File: src/rtl/regfile_dump_ctrl.sv
// Debug readout engine: walks a register-file index range through one read port
// and streams each captured word out on a valid/ready channel.
module regfile_dump_ctrl #(
  parameter int REGF_WIDTH = 32,
  parameter int SELECTORS  = 5
) (
  input  logic                  clk,
  input  logic                  rst,
  input  logic                  start,
  input  logic                  abort,
  input  logic [SELECTORS-1:0]  first_idx,
  input  logic [SELECTORS-1:0]  last_idx,
  output logic [SELECTORS-1:0]  rf_sel,
  input  logic [REGF_WIDTH-1:0] rf_data,
  output logic                  out_valid,
  input  logic                  out_ready,
  output logic [REGF_WIDTH-1:0] out_data,
  output logic [SELECTORS-1:0]  out_idx,
  output logic                  out_last,
  output logic                  busy,
  output logic                  done
);

  typedef enum logic [1:0] {IDLE, READ, SEND, DONE} state_t;

  state_t               state;
  logic [SELECTORS-1:0] cur;
  logic [SELECTORS-1:0] last_sel;

  // NOTE: all state and outputs update with non-blocking assignments so every
  // branch below reads the pre-edge values of cur/last_sel consistently.
  always_ff @(posedge clk) begin
    if (rst) begin
      state     <= IDLE;
      cur       <= '0;
      last_sel  <= '0;
      rf_sel    <= '0;
      out_valid <= 1'b0;
      out_data  <= '0;
      out_idx   <= '0;
      out_last  <= 1'b0;
      busy      <= 1'b0;
      done      <= 1'b0;
    end else if (abort) begin
      // A word accepted in this same cycle has already been handed over.
      state     <= IDLE;
      out_valid <= 1'b0;
      busy      <= 1'b0;
      done      <= 1'b0;
    end else begin
      done <= 1'b0;
      case (state)
        IDLE: begin
          if (start) begin
            cur      <= first_idx;
            last_sel <= last_idx;
            rf_sel   <= first_idx;
            busy     <= 1'b1;
            state    <= READ;
          end
        end
        READ: begin
          // Capture happens at the same edge as any core write, so the old value wins.
          out_data  <= rf_data;
          out_idx   <= cur;
          out_last  <= (cur == last_sel);
          out_valid <= 1'b1;
          state     <= SEND;
        end
        SEND: begin
          if (out_ready) begin
            out_valid <= 1'b0;
            if (cur == last_sel) begin
              done  <= 1'b1;
              state <= DONE;
            end else begin
              cur    <= cur + 1'b1;
              rf_sel <= cur + 1'b1;
              state  <= READ;
            end
          end
        end
        DONE: begin
          busy  <= 1'b0;
          state <= IDLE;
        end
        default: state <= IDLE;
      endcase
    end
  end

endmodule
File: config.mk
export PLATFORM = sky130hd
export DESIGN_NAME = regfile_dump_ctrl
export DESIGN_NICKNAME = d
export VERILOG_FILES = /design/src/rtl/regfile_dump_ctrl.sv
export SDC_FILE = /design/constraint.sdc
export NUM_CORES = 1
export LEC_CHECK = 0
export BUFFER_PORTS_ARGS = -buffer_cell sky130_fd_sc_hd__clkbuf_2
export CORE_ASPECT_RATIO = 1.4
export CORE_MARGIN = 2
export CORE_UTILIZATION = 35
export DETAILED_ROUTE_END_ITERATION = 6
export SYNTH_ARGS = -nofsm -noshare
export SYNTH_HDL_FRONTEND = slang
export SYNTH_SLANG_ARGS = --single-unit
export TNS_END_PERCENT = 20
File: constraint.sdc
create_clock -name clk -period 1.8 [get_ports clk]
set_clock_uncertainty 0.15 [all_clocks]
set_input_delay 0.18 -clock clk [delete_from_list [all_inputs] [get_ports clk]]
set_output_delay 0.18 -clock clk [all_outputs]
set_load 0.05 [all_outputs]
* Word level (Yosys, flattened, before mapping)
Index checks and enable logic that the tools add are counted.
Operators by class: muxes and demuxes 13, equal/unequal tests 7, bitwise operators 3, reduce and logical (&&, ||, !) cells 12, add/subtract/negate cells 1
Operators with widths (number):
- $mux W5 | 3
- $pmux W5 S2 | 1
- $pmux W2 S4 | 1
- $reduce_and A2 Y1 | 4
- $mux W2 | 3
- $ne A2 B2 Y1 const B | 3
- $reduce_bool A2 Y1 | 3
- $add A5 B1 Y5 const B | 1
- $eq A5 B5 Y1 | 1
- $reduce_and A5 Y1 | 1
- $eq A2 B2 Y1 const B | 2
- $pmux W1 S2 | 2
- $reduce_or A4 Y1 | 1
- $mux W1 | 3
- $not A1 Y1 | 3
- $reduce_and A3 Y1 | 1
- $eq A2 B1 Y1 const B | 1
- $logic_not A2 Y1 | 1
- $reduce_or A2 Y1 | 1
Storage, ports and cells: logic and storage cells 45, input bits 47, output and inout port bits 46, register bits 53

* Logic depth before layout (Yosys ltp)
Gate-level depths: netlist of run 1.
depth in word-level cells 4, mapped depth 7, mapped depth without buffers 5

* Worst setup path after synthesis of run 1
Ideal clock, no wire load.
kind reg2reg, start register cur[0], end register cur[4], period minus slack after synthesis 1853 ps, buffers on the path 0, library setup time 62 ps, required time 1588 ps, data arrival time 1642 ps, path slack -53 ps, cell stages (with the launch flop) 6, cell sequence dfxtp_1 ha_1 nand3_1 or3_1 a21oi_1 a32o_1
Between the ends: cells in the longest elaborated chain, start to end 4, elaborated cells on any way between the ends 7, those cells by class 1 x add/sub; 2 x eq/ne; 3 x mux; 1 x reduce/logical
Ends and longest elaborated chain:
- start: declaration | line 27 | logic [SELECTORS-1:0] cur;
- start signal: assignment | line 55 | cur <= first_idx;
- start signal: assignment | line 77 | cur <= cur + 1'b1;
- $add A5 B1 Y5 | line 77
- $mux W5 | line 73 | if (cur == last_sel) begin
- $mux W5 | line 71 | if (out_ready) begin
- $pmux W5 S2 | line 52 | case (state)
Several ways; a longest one is shown, not always the timed one. The select of a mux whose other input is x is not followed. A chain may end at the register's enable or synchronous reset.

* Worst setup path after layout of run 1
start register state[0], end register cur[1]
Between the ends: cells in the longest elaborated chain, start to end 3, elaborated cells on any way between the ends 8, those cells by class 4 x eq/ne; 1 x mux; 3 x reduce/logical
Ends and longest elaborated chain:
- start: declaration | line 26 | state_t state;
- start signal: assignment | line 34 | state <= IDLE;
- start signal: assignment | line 46 | state <= IDLE;
- start signal: assignment | line 59 | state <= READ;
- $eq A2 B2 Y1 / $logic_not A2 Y1 (equally long branches) | line 52
- $ne A2 B2 Y1 (no line) / $reduce_bool A2 Y1 (equally long branches)
- $reduce_and A5 Y1 (no line)
Several ways; a longest one is shown, not always the timed one.

==> impl_results.md, run 1 <==
- Post-route DRC: 0
- Fmax achieved: 600 MHz
- Fillers: 592
- Die area: 0.00689 mm2
- Ys async rst share: 0%
- Combinational power share: 18.7%
- Ys flop type: dfxtp_1
- Area of the multi-input gates: 0.00102 mm2
- Setup Buffers After CTS: 0
- CP Capture Type: flip-flop
- Crit-path max cell delay: 0.50 ns
- Core Rows: 34
- Register area: 0.00106 mm2
- Insertion delay to the later sink of the worst-skew pair: 0.30 ns
- Hold Path Stages: 2
- CP Depth: 4
- Largest net degree at the start of global routing: 53
- Vias in the first global route: 2104
- # H-tree levels: 2
- Sequential Power Share: 52.5%
- Syn Nets: 311
- Nets: 442
- Area grow syn2layout: 48.9%
- Commonest non-fill, non-tap cell in the layout: clkbuf_2
- GRT Residual Overflow: 0
- Avg WL per Cell: 12.9 um
- Outcome: completed
- WS Path Type: reg2reg
- DR vias/cell: 4.79
- Antenna Nets Post-Route: 0
- CTS Buf Count: 5
- Clock transition at the registers of the reported paths: 0.09 ns
- Area of the core: 0.00613 mm2
- CTS Buffer Depth: 2
- VDD IR max: 0.000526 V
- Synth Cell Area: 0.00218 mm2
- Setup-failing EPs final: 0
- Sw frac: 28.8%
- Power per cell area: 723 mW/mm2
- Detailed Route WL: 6050 um
- Die W: 70.8 um
- Number of diodes: 0
- Hold slack: 0.0836 ns
- Mean Syn Cell Area: 8.30 um2
- Worst path arrival time: 1.74 ns
- Number of synthesized flops with an enable pin: 0
- Max Cap Violations: 0
- LEAKAGE: 1.37 nW
- Yosys warns: 0
- TritonCTS clock tree: done
- Crit path time final: 1.67 ns
- 1st-iter DRT viols: 82
- Clk pwr share: 28.8%
- Sw power: 0.676 mW
- Commonest cells after routing, fill and taps aside: 92 x clkbuf_2, 84 x nand2_1, 50 x dfxtp_1
- Fin area: 0.00325 mm2
- Data required, critical path: 1.87 ns
- Relative slew slack: 74.2%
- Initial core utilization: 35.6%
- Bufs and invs on worst path: 0
- I/O Buffers: 92
- Gpl congestion: 0.865
- Placed Area: 0.00276 mm2
- CP max-delay cell: dfxtp_1
- P_int: 1.67 mW
- RSZ-0062 raised after global routing: no
- Max Fanout on Critical Path: 7
- Vias: 2238
- First-pass GRT wire length: 9740 um
- DRT Pass-1 Iters: 5
- Tcrit/Tclk final: 92.6%
- Setup TNS: 0 ns
- Post-DP HPWL: 3980 um
- CP delay by family, top: simple AND/OR/NAND/NOR gates
- Slew Limit Fails: 0
- Hold Crit Class: in2reg
- Library cells used by synthesis: 38
- Seq/Total Area, Yosys: 48.6%
- Antenna violations before repair: 0
- Clock Root Buffer: clkbuf_8
- Syn Inst Count: 263
- Clock sink total: 53
- Layout cells sized above 1: 31.6%
- Worst setup SP type: flip-flop
- Final Hold Vio Count: 0
- Die Height: 97.5 um
- Worst slew pin tran: 0.380 ns
- R2R depth: 4
- Overall routing resource usage: 17.2%
- I/O pins: 93
- CP Cell Sequence: and2b_1, and3_1, a21oi_4, mux2i_1
- Synthesis-stage register bit count: 53
## metal layers
layer	GRT usage [%]	part of all wire, %	vias to the layer above
li1	-	-	1142
met5	0	0	-
met3	3.42	4.5	11
met1	20.8	42	1019
met4	6.82	2.4	0
met2	29.5	51	66
## state kept, by name (all words and copies together) (netlist names), 2 cells and up
| register | count |
|---|---|
| last_sel | 5 |
| state | 2 |
| out_idx | 5 |
| out_data | 32 |
| cur | 5 |
## cells in the mapped netlist (2+ instances only)
library cell,instances,area (um2)
o211ai_1,2,15.0
mux2i_1,6,60.1
buf_2,8,40.0
nor2b_1,3,18.8
a32o_1,2,20.0
buf_6,2,22.5
nand3_1,6,30.0
nand4_1,2,12.5
xnor2_1,5,43.8
nand2_1,84,315
nor3_1,4,20.0
or3_1,2,12.5
mux2_2,2,22.5
dfxtp_1,53,1060
nor2_1,9,33.8
a21oi_1,43,215
clkbuf_1,8,30.0
inv_1,2,7.51
## kinds of logic (layout without fill, tap and decap cells)
kind of cell	count (synthesis)	in the layout	synth area share, %
XOR/XNOR	5	5	2.01
AND/OR/NAND/NOR	119	119	24.7
flip-flops	53	53	48.6
AO/OA/AOI/OAI	56	56	15.1
buffers and inverters	20	152	4.58
multiplexers	9	9	4.41
adder cells (fa/ha/maj)	1	1	0.573
## worst paths after layout
path	slack [ns]	end	startpoint
worst max register to register	0.13	cur[1]	state[0]
worst min register to register	0.31	out_data[10]	out_data[10]
worst max-delay path	0.13	cur[1]	state[0]
worst min-delay path	0.08	busy	abort
## worst reg2reg max path: stages, from the launching register on
cell and delay (ns):
dfxtp_1 0.50, and2b_1 0.30, and3_1 0.25, a21oi_4 0.20, mux2i_1 0.20
## power groups by stage
stage	sequential (mW)	combinational, mW	clock (mW)
final	1.23	0.439	0.677
after global routing	1.24	0.471	0.750
after CTS	1.23	0.439	0.707
after detailed placement	1.26	0.369	0
after global placement	1.26	0.366	0
after floorplan	1.35	0.156	0
## final cells by class
class                      instances  area share, %
sequential                        53           32.7
tap                               72           2.77
clock inverter                     3          0.693
multi-input combinational        190           31.5
clock buffer                       5           2.12
timing repair buffer             142           29.9
inverter                           2          0.231
## stage by stage
stage / power, mW / worst slack [ns] / utilization [%] / std cells
2_1_floorplan: 1.50 / 0.0205 / - / 263
5_1_grt: 2.46 / 0.00828 / 53.1 / 467
4_1_cts: 2.38 / 0.109 / 53.1 / 467
3_3_place_gp: 1.63 / 0.147 / 45.0 / 419
6_report: 2.35 / 0.133 / 53.1 / 467
3_5_place_dp: 1.63 / 0.121 / 45.0 / 419
## what timing repair did
item,in CTS,in global routing
endpoints found under the setup margin,0,2
hold endpoints to repair,40,0
resized for setup,0,1
hold buffers,40,0
Power figures use the tool's default switching activity.
==> run 2: changes to the inputs <==
--- a/config.mk
+++ b/config.mk
@@ -5,11 +5,13 @@
 export SDC_FILE = /design/constraint.sdc
 export NUM_CORES = 1
 export LEC_CHECK = 0
+export ABC_AREA = 1
 export BUFFER_PORTS_ARGS = -buffer_cell sky130_fd_sc_hd__clkbuf_2
 export CORE_ASPECT_RATIO = 1.4
 export CORE_MARGIN = 2
 export CORE_UTILIZATION = 35
 export DETAILED_ROUTE_END_ITERATION = 6
+export SETUP_SLACK_MARGIN = 0.05
 export SYNTH_ARGS = -nofsm -noshare
 export SYNTH_HDL_FRONTEND = slang
 export SYNTH_SLANG_ARGS = --single-unit
==> run 2 against run 1 <==
Against the previous run:
- register-to-register slack better by 0.10 ns
- flip-flop and latch count stayed put
- core utilization is 0.29 points higher
- area after synthesis is 2.8% lower
- cell area is 3.8% lower
- first-iteration DRC count is 26% higher
- routed wire length is 6.6% lower
- sequential power is 4% higher
- die area is 2.6% lower
- critical path depth is 4 higher
- critical endpoint is now cur[0]
- largest cell class unchanged
==> impl_results.md, run 2 <==
- R2R setup slack: 0.23 ns (was 0.13 ns)
- Final Hold Vio Count: 0 (unchanged)
- CP Cell Sequence: inv_2, nand2_1, nand2_1, nor2_2, nand4_4, nand3b_1, nand2_1, nor2_1 (was and2b_1, and3_1, a21oi_4, mux2i_1)
- Setup TNS: 0 ns (unchanged)
- Power per cell area: 846 mW/mm2 (was 723 mW/mm2)
- Hold Crit Class: in2reg (unchanged)
- Fmax achieved: 639 MHz (was 600 MHz)
- GRT Residual Overflow: 0 (unchanged)
- Insertion delay to the later sink of the worst-skew pair: 0.30 ns (about the same)
- Hold slack: 0.0143 ns (was 0.0836 ns)
- Synthesis-stage register bit count: 53 (unchanged)
- Compound-Gate Fraction of Synth Area: 15.1% (about the same)
- Syn Nets: 328 (was 311)
- Crit path time final: 1.57 ns (was 1.67 ns)
- Post-DP HPWL: 3910 um (was 3980 um)
- Detailed Route WL: 5650 um (was 6050 um)
- Ys flop type: dfxtp_1 (unchanged)
- Fin area: 0.00313 mm2 (was 0.00325 mm2)
- CP Capture Type: flip-flop (unchanged)
- RSZ-0062 raised after global routing: no (unchanged)
- Clock transition at the registers of the reported paths: 0.09 ns (about the same)
- # H-tree levels: 2 (unchanged)
- VDD IR max: 0.000755 V (was 0.000526 V)
- Top post-synthesis cells by area: dfxtp_1 50%, nor2_1 14%, o21ai_1 9.2%, nand2_1 5.1%, a21oi_1 3.3% (was dfxtp_1 49%, nand2_1 14%, a21oi_1 9.9%, mux2i_1 2.8%, xnor2_1 2.0%)
- Adder-Cell Fraction of Synth Area: 0.589% (was 0.573%)
- Yosys warns: 0 (unchanged)
- Worst reg2reg startpoint: cur[2] (was state[0])
- Relative slew slack: 63.3% (was 74.2%)
- I/O Buffers: 92 (unchanged)
- Largest register FFs: 32 (unchanged)
- Avg WL per Cell: 11.8 um (was 12.9 um)
- Top cells by count, synth: 82 x nor2_1, 53 x dfxtp_1, 39 x o21ai_1, 29 x nand2_1, 14 x a21oi_1 (was 84 x nand2_1, 53 x dfxtp_1, 43 x a21oi_1, 9 x nor2_1)
- Number of synthesized flops with an enable pin: 0 (unchanged)
- Placed Cells: 435 (was 419)
- Met1 usage: 19.3% (was 20.8%)
- Gpl congestion: 0.749 (was 0.865)
- Max Cap Violations: 0 (unchanged)
- Worst slew pin tran: 0.550 ns (was 0.380 ns)
- Synth top area share: 50.0% (was 48.6%)
- Synth Cell Area: 0.00212 mm2 (was 0.00218 mm2)
- Hold Path End: last_sel[4] (was busy)
- Layout cells sized above 1: 30.2% (was 31.6%)
- Commonest non-fill, non-tap cell in the layout: clkbuf_2 (unchanged)
- Largest net degree at the start of global routing: 38 (was 53)
- Tcrit/Tclk final: 86.9% (was 92.6%)
- Vias in the first global route: 2113 (was 2104)
- Hold Path Stages: 3 (was 2)
- Worst path arrival time: 1.65 ns (was 1.74 ns)
- Outcome: completed (unchanged)
- Yosys top cell by area: dfxtp_1 (unchanged)
- Crit path top cell by count: nand2_1
- I/O pins: 93 (unchanged)
- Core Rows: 33 (was 34)
- Library cells used by synthesis: 30 (was 38)
- CP delay by family, top: simple AND/OR/NAND/NOR gates (unchanged)
- Min-delay src: last_idx[4] (was abort)
- CP max-delay cell: dfxtp_1 (unchanged)
- Cell with the most instances after synthesis: nor2_1 (was nand2_1)
- Largest family of logic cells by synthesized area: simple AND/OR/NAND/NOR gates (unchanged)
- GR Util met2: 31.1% (was 29.5%)
- Fillers: 562 (was 592)
- Commonest cells after routing, fill and taps aside: 92 x clkbuf_2, 82 x nor2_1, 50 x dfxtp_1 (was 92 x clkbuf_2, 84 x nand2_1, 50 x dfxtp_1)
- Ys async rst share: 0% (unchanged)
- Placed Area: 0.00266 mm2 (was 0.00276 mm2)
- Core Util, Final: 53.4% (was 53.1%)
- Reg with most FFs: out_data (unchanged)
- Number of diodes: 0 (unchanged)
- Area grow syn2layout: 47.4% (was 48.9%)
- Area of the core: 0.00586 mm2 (was 0.00613 mm2)
- Met3 Use GR: 3.98% (was 3.42%)
- Setup-failing EPs final: 0 (unchanged)
- DR vias/cell: 4.62 (was 4.79)
- Nets: 454 (was 442)
- Worst setup SP type: flip-flop (unchanged)
- CTS Buffer Depth: 2 (unchanged)
- Final Instance Count excl. Fillers: 477 (was 467)
- Vias: 2206 (was 2238)
- Mux share of post-synthesis cell area: 0% (was 4.41%)
- DRT Pass-1 Iters: 4 (was 5)
- Slew Limit Fails: 0 (unchanged)
- Bufs and invs on worst path: 1 (was 0)
- LEAKAGE: 1.56 nW (was 1.37 nW)
- Clock Root Buffer: clkbuf_8 (unchanged)
- CTS Buf Count: 5 (unchanged)
- Seq/Total Area, Yosys: 50.0% (was 48.6%)
- Syn Inst Count: 280 (was 263)
- Overall routing resource usage: 16.9% (was 17.2%)
- 1st-iter DRT viols: 103 (was 82)
- Reg-to-Reg End: cur[0] (was cur[1])
- WS Path Type: reg2reg (unchanged)
- Die W: 69.8 um (was 70.8 um)
- Data required, critical path: 1.88 ns (was 1.87 ns)
- Initial core utilization: 36.2% (was 35.6%)
- Post-route DRC: 0 (unchanged)
- Mean Syn Cell Area: 7.58 um2 (was 8.30 um2)
- Synth Area in Simple Gates: 27.9% (was 24.7%)
- Clock sink total: 53 (unchanged)
- Antenna Nets Post-Route: 0 (unchanged)
- Die area: 0.00671 mm2 (was 0.00689 mm2)
- Die Height: 96.2 um (was 97.5 um)
- TritonCTS clock tree: done (unchanged)
- Antenna violations before repair: 0 (unchanged)
- First-pass GRT wire length: 9230 um (was 9740 um)
- Max Fanout on Critical Path: 10 (was 7)
- Post-Synth XOR/XNOR Area: 0.412% (was 2.01%)
- Crit-path max cell delay: 0.48 ns (was 0.50 ns)
- R2R depth: 8 (was 4)
- Most Crowded Layer GR: met2 (unchanged)
## run 2: changes by cell type in the layout (fill, tap and decap cells not counted), sizes merged, moves of 5 or more
cell,delta
mux2i,-7
nor2,+76
buf,-5
o21ai,+47
dlygate4sd3,-6
inv,+13
a21oi,-30
nand2,-53
## run 2: kinds of logic after synthesis
kind of cell	Yosys count
xor gates and xnor gates	1
adders and majority gates	1
DFF	53
AOI/OAI and AO/OA	63
and+or+nand+nor	133
buffers and inverters	29
## run 2: area by class of cell
cell class / instances / area [um2] / share of cell area (%)
timing repair buffer: 131 / 851 / 27.2
multi-input combinational: 198 / 942 / 30.1
tap: 70 / 87.6 / 2.80
inverter: 17 / 63.8 / 2.04
sequential: 53 / 1060 / 34.0
clock buffer: 6 / 82.6 / 2.64
clock inverter: 2 / 37.5 / 1.20
## run 2: metrics by stage
| step | power, mW | worst slack, ns |
|---|---|---|
| floorplan | 1.63 | 0.0358 |
| detailed placement | 1.78 | 0.136 |
| global placement | 1.78 | 0.160 |
| CTS | 2.68 | 0.123 |
| global route | 2.79 | 0.0858 |
| finish | 2.65 | 0.235 |
## run 2: worst reg2reg max path, stage by stage, from the launching register on
cell and delay [ns]:
dfxtp_1 0.48, inv_2 0.08, nand2_1 0.06, nand2_1 0.06, nor2_2 0.17, nand4_4 0.22
nand3b_1 0.15, nand2_1 0.06, nor2_1 0.08
## run 2: how the worst max path moves through the flow
| stage | startpoint | to | slack [ns] | cells past startpoint |
|---|---|---|---|---|
| 2_1_floorplan | cur[0] | cur[4] | 0.04 | 8 |
| 3_3_place_gp | cur[2] | cur[2] | 0.16 | 9 |
| 3_5_place_dp | cur[0] | cur[3] | 0.14 | 7 |
| 4_1_cts | cur[2] | cur[0] | 0.12 | 8 |
| 5_1_grt | cur[2] | cur[0] | 0.09 | 8 |
| 6_report | cur[2] | cur[0] | 0.23 | 8 |
## run 2: power by group
| part | switching, mW | internal [mW] |
|---|---|---|
| Combinational | 0.346 | 0.191 |
| Sequential | 0.0456 | 1.23 |
| Clock | 0.381 | 0.452 |
## run 2: repair_timing
action / 4_1_cts / 5_1_grt
endpoints found under the hold margin: 34 / 0
gates resized for setup: 0 / 3
buffers inserted: 0 / 0
hold buffers: 34 / 0
setup endpoints to repair: 0 / 7
## run 2: per-layer routing
layer / vias to the layer above / share of wire, %
li1: 1158 / -
met1: 978 / 43
met2: 64 / 50
met3: 6 / 5.0
met4: 0 / 1.2
met5: - / 0
==> run 3: changes to the inputs <==
--- a/config.mk
+++ b/config.mk
@@ -9,8 +9,9 @@
 export BUFFER_PORTS_ARGS = -buffer_cell sky130_fd_sc_hd__clkbuf_2
 export CORE_ASPECT_RATIO = 1.4
 export CORE_MARGIN = 2
-export CORE_UTILIZATION = 35
+export CORE_UTILIZATION = 40
 export DETAILED_ROUTE_END_ITERATION = 6
+export PLACE_DENSITY = 0.69
 export SETUP_SLACK_MARGIN = 0.05
 export SYNTH_ARGS = -nofsm -noshare
 export SYNTH_HDL_FRONTEND = slang
==> run 3 against run 2 <==
Against the previous run:
- via count about the same
- flip-flop and latch count unchanged
- count of clock-buffer cells in the layout unchanged
- critical endpoint is now cur[3]
==> impl_results.md, run 3 (synthesis results as in run 2) <==
- Sw power: 0.764 mW (was 0.773 mW)
- Die Height: 90.2 um (was 96.2 um)
- Fillers: 476 (was 562)
- Sequential Power Share: 52.0% (was 48.2%)
- First-pass GRT wire length: 9630 um (was 9230 um)
- Core Rows: 31 (was 33)
- Crit path time final: 1.59 ns (was 1.57 ns)
- Post-route DRC: 0 (unchanged)
- Insertion delay to the later sink of the worst-skew pair: 0.30 ns (about the same)
- Commonest cells after routing, fill and taps aside: 92 x clkbuf_2, 82 x nor2_1, 52 x dfxtp_1 (was 92 x clkbuf_2, 82 x nor2_1, 50 x dfxtp_1)
- Crit-path max cell delay: 0.50 ns (was 0.48 ns)
- Clock sink total: 53 (unchanged)
- Area grow syn2layout: 45.3% (was 47.4%)
- Hold slack: 0.0138 ns (was 0.0143 ns)
- Core Util, Final: 59.8% (was 53.4%)
- Final WS setup: 0.215 ns (was 0.235 ns)
- LEAKAGE: 1.54 nW (was 1.56 nW)
- Worst setup SP type: flip-flop (unchanged)
- Placed Area: 0.00265 mm2 (was 0.00266 mm2)
- CTS Buf Count: 5 (unchanged)
- RSZ-0062 raised after global routing: yes (was no)
- Gpl congestion: 0.809 (was 0.749)
- Fin area: 0.00308 mm2 (was 0.00313 mm2)
- Avg WL per Cell: 12.1 um (was 11.8 um)
- Final Instance Count excl. Fillers: 471 (was 477)
- Placement Setup Slack: 0.183 ns (was 0.136 ns)
- Die area: 0.00592 mm2 (was 0.00671 mm2)
- Final Hold Vio Count: 0 (unchanged)
- Layout cells sized above 1: 29.1% (was 30.2%)
- Data required, critical path: 1.85 ns (was 1.88 ns)
- GR Util met2: 35.5% (was 31.1%)
- Max Cap Violations: 0 (unchanged)
- DR vias/cell: 4.69 (was 4.62)
- Worst slew pin tran: 0.379 ns (was 0.550 ns)
- P_int: 1.69 mW (was 1.87 mW)
- Overall routing resource usage: 20.4% (was 16.9%)
- Overall power: 2.46 mW (was 2.65 mW)
- Register area: 0.00106 mm2 (about the same)
- Area of the multi-input gates: 942 um2 (unchanged)
- I/O Buffers: 92 (unchanged)
- Placed Cells: 429 (was 435)
- TritonCTS clock tree: done (unchanged)
- Relative slew slack: 74.7% (was 63.3%)
- Initial core utilization: 41.2% (was 36.2%)
- Slew Limit Fails: 0 (unchanged)
- Antenna Nets Post-Route: 0 (unchanged)
- I/O pins: 93 (unchanged)
- 1st-iter DRT viols: 102 (was 103)
- CP Cell Sequence: nor2_4, nand2_4, o21ai_2, nor3_4, nand3b_1, nand2_1, nor2_1 (was inv_2, nand2_1, nand2_1, nor2_2, nand4_4, nand3b_1, nand2_1, nor2_1)
- Vias: 2208 (was 2206)
- Power per cell area: 796 mW/mm2 (was 846 mW/mm2)
- Max Fanout on Critical Path: 9 (was 10)
- Largest register FFs: 32 (unchanged)
- Worst path arrival time: 1.63 ns (was 1.65 ns)
- Fmax achieved: 631 MHz (was 639 MHz)
- # H-tree levels: 2 (unchanged)
- Nets: 452 (was 454)
- Antenna violations before repair: 0 (unchanged)
- Number of diodes: 0 (unchanged)
- Sw frac: 31.1% (was 29.2%)
- GRT Residual Overflow: 0 (unchanged)
- Outcome: completed (unchanged)
- CTS Buffer Depth: 2 (unchanged)
- Setup TNS: 0 ns (unchanged)
- Combinational power share: 21.9% (was 20.3%)
- Clock transition at the registers of the reported paths: 0.10 ns (was 0.09 ns)
- Commonest non-fill, non-tap cell in the layout: clkbuf_2 (unchanged)
- WS Path Type: reg2reg (unchanged)
- Reg with most FFs: out_data (unchanged)
- Area of the core: 0.00516 mm2 (was 0.00586 mm2)
- VDD IR max: 0.000528 V (was 0.000755 V)
- Met3 Use GR: 4.13% (was 3.98%)
- DRT Pass-1 Iters: 4 (unchanged)
- Die W: 65.6 um (was 69.8 um)
- Tcrit/Tclk final: 88.1% (was 86.9%)
- Post-DP HPWL: 3680 um (was 3910 um)
- Hold Crit Class: in2reg (unchanged)
- Vias in the first global route: 2152 (was 2113)
- Met1 usage: 24.0% (was 19.3%)
- Clock Root Buffer: clkbuf_8 (unchanged)
- Largest net degree at the start of global routing: 49 (was 38)
- CP max-delay cell: dfxtp_1 (unchanged)
- Detailed Route WL: 5700 um (was 5650 um)
- Clk pwr share: 26.1% (was 31.5%)
- Most Crowded Layer GR: met2 (unchanged)
- CP Capture Type: flip-flop (unchanged)
- Setup-failing EPs final: 0 (unchanged)
[run 3: cell types whose count changed in the layout (fill, tap and decap cells not counted)]
cell	delta
buf_12	+1
clkbuf_8	-1
bufinv_16	-1
clkinv_2	+2
buf_4	-3
dfxtp_1	+2
inv_4	+1
dfxtp_2	-2
clkinvlp_4	-1
clkbuf_1	+1
inv_2	-1
[run 3: power by group through the flow]
stage	Clock, mW	Combinational [mW]	Sequential (mW)
4_1_cts	0.658	0.533	1.28
3_5_place_dp	0	0.474	1.30
5_1_grt	0.698	0.584	1.29
2_1_floorplan	0	0.168	1.46
6_report	0.642	0.538	1.28
3_3_place_gp	0	0.471	1.30
[run 3: layer usage]
metal | vias up | share of wire (%)
met4 | 0 | 2.2
met5 | - | 0
met3 | 11 | 5.5
li1 | 1148 | -
met2 | 66 | 52
met1 | 983 | 40
[run 3: layout make-up]
| type | instances | area share, % |
|---|---|---|
| Clock buffer | 6 | 2.35 |
| Clock inverter | 2 | 0.325 |
| Inverter | 17 | 2.15 |
| Multi-Input combinational cell | 198 | 30.5 |
| Sequential cell | 53 | 34.4 |
| Tap cell | 66 | 2.68 |
| Timing Repair Buffer | 129 | 27.5 |
[run 3: critical path: cells and delay by family, from the launching register on]
kind	cells	cell delay [ns]
and+or+nand+nor	6	0.76
AOI/OAI and AO/OA	1	0.07
DFF	1	0.50
[run 3: path summary, 6_finish.rpt]
kind / from / end / slack [ns] / depth (start not counted)
hold / removal: last_idx[4] / last_sel[4] / 0.01 / 3
hold reg to reg: last_sel[1] / last_sel[1] / 0.33 / 2
setup / recovery: state[0] / cur[3] / 0.21 / 7
setup reg to reg: state[0] / cur[3] / 0.21 / 7
[run 3: repair_timing]
action / 4_1_cts / 5_1_grt
endpoints found under the hold margin: 34 / 0
hold buffers: 34 / 0
buffers inserted: 0 / 0
gates resized for setup: 0 / 3
setup endpoints to repair: 0 / 18
